$ cat src/rtl/adder_measure_seq.sv
// Measurement sequencer for the ring-oscillator adder: load, settle, run, drain.
// Define ADDER_SEQ_SAT_EN for a saturating edge counter (default wraps).
module adder_measure_seq #(
   parameter int COUNT_W       = 24,
   parameter int WINDOW_W      = 16,
   parameter int SETTLE_CYCLES = 4
) (
   input  logic                wb_clk_i,
   input  logic                wb_rst_n,
   input  logic                start,
   input  logic                abort,
   input  logic [31:0]         op_a,
   input  logic [31:0]         op_b,
   input  logic [4:0]          ring_sel,
   input  logic [4:0]          tap_sel,
   input  logic [WINDOW_W-1:0] window,
   input  logic                chain_out,
   output logic [31:0]         a_input,
   output logic [31:0]         b_input,
   output logic [31:0]         a_input_ring_bit_b,
   output logic [31:0]         s_output_bit_b,
   output logic                ring_en,
   output logic                busy,
   output logic                done,
   output logic [COUNT_W-1:0]  count,
   output logic                overflow
);

   typedef enum logic [2:0] {
      S_IDLE,
      S_LOAD,
      S_SETTLE,
      S_RUN,
      S_STOP,
      S_DONE
   } state_e;

   localparam logic [WINDOW_W-1:0] SETTLE_LAST =
      WINDOW_W'(SETTLE_CYCLES - 1);

   state_e              state_q, state_d;
   logic                start_q;
   logic [31:0]         a_q, b_q;
   logic [4:0]          ring_q, tap_q;
   logic [WINDOW_W-1:0] win_q;
   logic [WINDOW_W-1:0] tmr_q, tmr_d;
   logic [2:0]          sync_q;
   logic [COUNT_W-1:0]  count_q;
   logic                ovf_q;

   logic start_edge;
   logic load;
   logic abort_clr;
   logic rise;
   logic inc;

   assign start_edge = start & ~start_q;
   assign abort_clr  = abort & (state_q != S_IDLE);
   assign rise       = sync_q[1] & ~sync_q[2];
   assign inc        = rise & ((state_q == S_RUN) | (state_q == S_STOP));

   always_comb begin
      state_d = state_q;
      tmr_d   = tmr_q;
      load    = 1'b0;
      if (abort_clr) begin
         state_d = S_IDLE;
         tmr_d   = '0;
      end else begin
         unique case (state_q)
            S_IDLE, S_DONE: begin
               if (start_edge) begin
                  state_d = S_LOAD;
                  tmr_d   = '0;
                  load    = 1'b1;
               end
            end
            S_LOAD: begin
               state_d = S_SETTLE;
               tmr_d   = '0;
            end
            S_SETTLE: begin
               if (tmr_q == SETTLE_LAST) begin
                  state_d = S_RUN;
                  tmr_d   = '0;
               end else begin
                  tmr_d = tmr_q + 1'b1;
               end
            end
            S_RUN: begin
               if (tmr_q == win_q - 1'b1) begin
                  state_d = S_STOP;
                  tmr_d   = '0;
               end else begin
                  tmr_d = tmr_q + 1'b1;
               end
            end
            S_STOP: begin
               // Two drain cycles cover the synchronizer latency.
               if (tmr_q[0]) begin
                  state_d = S_DONE;
                  tmr_d   = '0;
               end else begin
                  tmr_d = tmr_q + 1'b1;
               end
            end
            default: state_d = S_IDLE;
         endcase
      end
   end

   always_ff @(posedge wb_clk_i or negedge wb_rst_n) begin
      if (!wb_rst_n) begin
         state_q <= S_IDLE;
         tmr_q   <= '0;
         start_q <= 1'b0;
         sync_q  <= '0;
      end else begin
         state_q <= state_d;
         tmr_q   <= tmr_d;
         start_q <= start;
         sync_q  <= {sync_q[1:0], chain_out};
      end
   end

   always_ff @(posedge wb_clk_i or negedge wb_rst_n) begin
      if (!wb_rst_n) begin
         a_q    <= '0;
         b_q    <= '0;
         ring_q <= '0;
         tap_q  <= '0;
         win_q  <= WINDOW_W'(1);
      end else if (load) begin
         a_q    <= op_a;
         b_q    <= op_b;
         ring_q <= ring_sel;
         tap_q  <= tap_sel;
         win_q  <= (window == '0) ? WINDOW_W'(1) : window;
      end
   end

   always_ff @(posedge wb_clk_i or negedge wb_rst_n) begin
      if (!wb_rst_n) begin
         count_q <= '0;
         ovf_q   <= 1'b0;
      end else if (load || abort_clr) begin
         count_q <= '0;
         ovf_q   <= 1'b0;
      end else if (inc) begin
         if (&count_q) begin
            ovf_q <= 1'b1;
`ifdef ADDER_SEQ_SAT_EN
            count_q <= count_q;
`else
            count_q <= '0;
`endif
         end else begin
            count_q <= count_q + 1'b1;
         end
      end
   end

   assign a_input  = a_q;
   assign b_input  = b_q;
   assign ring_en  = (state_q == S_RUN);
   assign busy     = (state_q == S_LOAD) | (state_q == S_SETTLE) |
                     (state_q == S_RUN)  | (state_q == S_STOP);
   assign done     = (state_q == S_DONE);
   assign count    = count_q;
   assign overflow = ovf_q;

   // Idle leaves the ring open and no sum bit tapped.
   assign a_input_ring_bit_b =
      (state_q == S_IDLE) ? '1 : ~(32'd1 << ring_q);
   assign s_output_bit_b =
      (state_q == S_IDLE) ? '1 : ~(32'd1 << tap_q);

endmodule

$ cat config.mk
export PLATFORM = sky130hd
export DESIGN_NAME = adder_measure_seq
export DESIGN_NICKNAME = d
export VERILOG_FILES = /design/src/rtl/adder_measure_seq.sv
export SDC_FILE = /design/constraint.sdc
export NUM_CORES = 1
export LEC_CHECK = 0
export ABC_AREA = 1
export CAP_MARGIN = 10
export CORE_MARGIN = 3
export CORE_UTILIZATION = 49
export CTS_BUF_LIST = sky130_fd_sc_hd__clkbuf_8
export CTS_CLUSTER_DIAMETER = 80
export DETAILED_ROUTE_END_ITERATION = 6
export HOLD_SLACK_MARGIN = 0.06
export PLACE_DENSITY = 0.84
export SYNTH_ARGS = -nofsm -noshare
export SYNTH_HDL_FRONTEND = slang
export SYNTH_SLANG_ARGS = --single-unit
$ cat constraint.sdc
create_clock -name wb_clk_i -period 2.7 [get_ports wb_clk_i]
set_input_delay 0.54 -clock wb_clk_i [delete_from_list [all_inputs] [get_ports wb_clk_i]]
set_output_delay 0.54 -clock wb_clk_i [all_outputs]
set_load 0.03 [all_outputs]
Word-level counts from Yosys, hierarchy flattened
Index checks and enable logic that the tools add are counted.

Shifts and indexed selects: 2. Reduce and logical (&&, ||, !) cells: 12. Eq/ne operators: 11. Mux-type cells: 24. Bitwise logic cells: 12. $add $sub $neg: 3.

Operator list (number): 2-to-1 mux 16 bit (6); one-hot mux 16 bit (5 select lines) (1); 2-to-1 mux 24 bit (3); 2-to-1 mux 32 bit (2); NOT 32 bit (2); left shift 1 x 5 -> 32 bit, first input constant (2); adder 24 x 1 -> 24 bit, second input constant (1); AND reduction 24 bit (1); adder 16 x 1 -> 16 bit, second input constant (1); == test 16 bit (1); == test 16 x 2 -> 1 bit, second input constant (1); zero test 16 bit (1); subtractor 16 x 1 -> 16 bit, second input constant (1); 2-to-1 mux 3 bit (5); one-hot mux 3 bit (5 select lines) (1); != test 3 bit, second input constant (3); == test 3 x 2 -> 1 bit, second input constant (2); == test 3 bit, second input constant (2); 2-to-1 mux 1 bit (6); nonzero test 6 bit (1); bitwise AND 1 bit (4); OR 1 bit (4); AND reduction 2 bit (2); AND reduction 4 bit (1); other kinds (8) (10).

Register bits after elaboration: 138. Bits of input ports: 95. Output and inout port bits: 156. Logic and storage cells: 75.

Logic depth before layout (Yosys ltp)
Word-level depth: 8. Depth in mapped cells: 17. Gate-level depth less buffers: 17.

Worst setup path before layout
OpenSTA, ideal clock, no wires.

Path type: reg2reg. From: register win_q[0]. To: register tmr_q[10]. Buffers on the path: 0. Required time: 2583 ps. Cell stages (with the launch flop): 16. Slack: 633 ps. Library setup time: 117 ps. Period minus slack after synthesis: 2067 ps. Data arrival time: 1950 ps. Path through: dfstp_2 -> inv_2 -> ha_1 -> or2_2 -> nand3_1 -> nand2_1 -> nor2_1 -> nand2_1 -> nor2_1 -> nand2_1 -> nor2_1 -> nand2_1 -> nand2_1 -> nand3_1 -> nand2_1 -> nand2_1.

Word-level cells in the longest chain between the ends: 5.

Ends and longest elaborated chain: start, declared (line 45) `logic [WINDOW_W-1:0] win_q;`; start signal, assigned (line 138) `win_q <= (window == '0) ? WINDOW_W'(1) : window;`; subtractor 16 x 1 -> 16 bit (line 91) `if (tmr_q == win_q - 1'b1) begin`; == test 16 bit (line 91); 2-to-1 mux 16 bit (line 91); one-hot mux 16 bit (5 select lines) (line 70) `unique case (state_q)`; 2-to-1 mux 16 bit (line 66) `if (abort_clr) begin`; end signal, assigned (line 120) `tmr_q <= tmr_d;`; end, declared (line 46) `logic [WINDOW_W-1:0] tmr_q, tmr_d;`.

No other way between the ends. A chain may end at the register's enable or synchronous reset.

Worst setup path after layout
From: register state_q[1]. To: output port s_output_bit_b[19].

Word-level cells in the longest chain between the ends: 2.

Ends and longest elaborated chain: start, declared (line 41) `state_e state_q, state_d;`; start signal, assigned (line 119) `state_q <= state_d;`; zero test 3 bit (line 176) `(state_q == S_IDLE) ? '1 : ~(32'd1 << tap_q);`; 2-to-1 mux 32 bit (line 176); end, declared (line 21) `output logic [31:0] s_output_bit_b,`.

No other way between the ends.

==> impl_metrics.tcl <==
set metrics [dict create \
    ys_seq_area_frac 0.434 \
    avgSynthCellArea_um2 7.21 \
    critPathBufInv 4 \
    status "finished with violations" \
    worstSetupEndpointType "output port" \
    syn_to_final_growth_pct 41.3 \
    setup_viol 0 \
    synth_top_family_by_area "simple AND/OR/NAND/NOR gates" \
    grt_use_total 0.277 \
    synthAdderAreaFrac 0.00629 \
    synth_largest_area_cell "dfrtp_1" \
    worst-slew-pin-transition_ps 1190 \
    required_ps 2160 \
    slowest_delay_ps 410 \
    grt_pass1_wl_um 39900 \
    hold_viol 0 \
    drtIter0Drc 700 \
    syn_nets 1202 \
    gp_congestion 0.895 \
    p_leak_uw 0.00529 \
    critPathKind "flop to output port" \
    cts.sinks 138 \
    wl_per_cell_um 15.8 \
    synth.area.mux_share 0 \
    synthTopCellsByArea "dfrtp_1 (43%), nand2_1 (23%), nor2_1 (4.2%)" \
    cp_max_fo 11 \
    hp-class "primary input to asynchronous set/reset pin" \
    vias_per_cell 5.16 \
    synth_area_mm2 0.00795 \
    synthDistinctLibCells 46 \
    die_h_um 133 \
    drc 4 \
    yosysWarnings 0 \
    ys.flop_type "dfrtp_1" \
    placed_area_mm2 0.0107 \
    max_clock_freq_mhz 383 \
    power_density_mw_per_mm2 987 \
    core_area_mm2 0.0155 \
    layout-drive-gt1-share 0.105 \
    clk_pin_slew_ps 80 \
    maxCapViolations 0 \
    critPathSlowestCell "dlygate4sd2_1" \
    rsz0062_at_grt "false" \
    maxSlewViolCount 0 \
    cp-start-kind "flop" \
    async_reset_ff_frac 1.00 \
    syn-instance-count 1103 \
    numCtsBuffers 17 \
    synth_top_cell_area_share 0.431 \
    synth_compound_area_frac 0.0396 \
    clk_path_buf_depth 2 \
    yosysMostFrequentCell "nand2_1" \
    grt_overflow_total 0 \
    critPathArrivalTime_ps 2070 \
    die_x_um 133 \
    final_area_mm2 0.0112 \
    worst_slack_ps 91.0 \
    crit_family "buffers and inverters" \
    crit_path_frequent_cell "buf_4" \
    setup-tns-final_ps 0 \
    dp_hpwl_um 18800 \
    antenna_cells 0 \
    cts_root_buf "clkbuf_8" \
    cp_cell_sequence "nor2_2 > nand2_2 > inv_1 > buf_4 > nor2_1 > buf_4 > nand2_1 > dlygate4sd2_1" \
    cts_tree "built" \
    slew_headroom 0.203 \
    synth_common_cells "nand2_1 (486), dfrtp_1 (137), nor2_1 (88), inv_1 (76), nand3_1 (57)" \
    io_buffers 250 \
    wl_um 24900 \
    synth-simple-area-share 0.419 \
    fin_crit_ps 2610 \
    dp_slack_ps 37.3 \
    ir_drop_uv 667 \
    start_util 0.512 \
    ant_nets 0 \
    cts_hold_buf 0 \
    finalCritPeriodShare 0.966 \
    antenna_found_initial 0 \
    failed_checks "DRC" \
    synth_xor_xnor_area_share 0.0318 \
    grt_max_degree 78 \
    ys_ff_latch 138 \
    clk_latency_ps 460 \
    grt_pass1_vias 7963 \
    cts_max_level 4 \
    firstDrtPassIters 7 \
    synth_edf_count 0 \
    rows 45 \
    fin_skew_ps 11.6 \
    nets 1457 \
    io-pin-count 251 \
    dieArea_mm2 0.0178 \
    num_vias 8156 \
]
[state kept, by name, indices dropped and copies added, names as in the netlist]
register  count
b_input      32
a_input      32
tap_q         5
ring_q        5
count        24
overflow      1
start_q       1
tmr_q        16
state_q       3
sync_q        3
win_q        16
[layout by cell type, fill, tap and decap left out, drive strengths merged, types with 17 or more instances in the layout]
master | netlist | routed
dlymetal6s2s | 0 | 30
dfrtp | 137 | 137
nor4 | 17 | 17
dlygate4sd2 | 0 | 27
nand3 | 81 | 81
nor2 | 107 | 107
nand4 | 18 | 18
clkdlybuf4s50 | 0 | 184
inv | 86 | 87
xor2 | 18 | 18
nand2 | 497 | 497
buf | 21 | 32
o21ai | 34 | 34
clkbuf | 22 | 22
[through the flow]
stage	util	std cells	hold WS, ps	power, uW
after floorplan	-	1103	244	6900
after global placement	0.692	1547	355	9140
after detailed placement	0.692	1547	357	9280
after CTS	0.716	1577	61.1	11000
after global routing	0.723	1580	74.9	11800
final	0.723	1580	45.1	11100
[path summary, 6_finish.rpt]
| kind | to | depth (start not counted) | start | slack (ps) |
|---|---|---|---|---|
| min in group wb_clk_i | sync_q[1] | 0 | sync_q[0] | 380 |
| max | s_output_bit_b[19] | 8 | state_q[1] | 90 |
| max reg2reg | state_q[0] | 13 | win_q[0] | 240 |
| min reg2reg | sync_q[1] | 0 | sync_q[0] | 380 |
| max in group asynchronous | b_input[3] | 2 | wb_rst_n | 2000 |
| min | count[5] | 1 | wb_rst_n | 50 |
[metal layers]
metal,wire length (um),part of all wire,up-vias,global-route usage
li1,-,-,3966,-
met1,10100,0.41,3812,0.342
met2,12400,0.50,319,0.471
met5,0,0,-,0
met3,1700,0.068,59,0.0718
met4,720,0.029,0,0.0989
[final cells by class]
class / count / area (um2)
fillers: 1225 / 4300
clock inverters: 9 / 97.6
flip-flops and latches: 138 / 3460
clock buffers: 21 / 289
multi-input cells: 834 / 3990
inverters: 88 / 330
well taps: 211 / 264
repair buffers: 279 / 2820
[kinds of logic (layout without fill, tap and decap cells)]
family | Yosys count | count (layout)
adder cells (fa/ha/maj) | 4 | 4
XOR/XNOR | 28 | 28
AND/OR/NAND/NOR | 746 | 746
AO/OA/AOI/OAI | 56 | 56
flip-flops | 138 | 138
buffers and inverters | 131 | 397
[what timing repair did]
action,4_1_cts,5_1_grt
buffers inserted,0,3
resized for setup,40,38
setup endpoints to repair,59,42
[where the power goes]
part / internal, uW / switching (uW) / leakage (uW)
Sequential: 2760 / 563 / 0.00177
Combinational: 2200 / 3850 / 0.00331
Clock: 899 / 811 / 0.000208
Note: power is estimated with default switching activity, not from simulation.
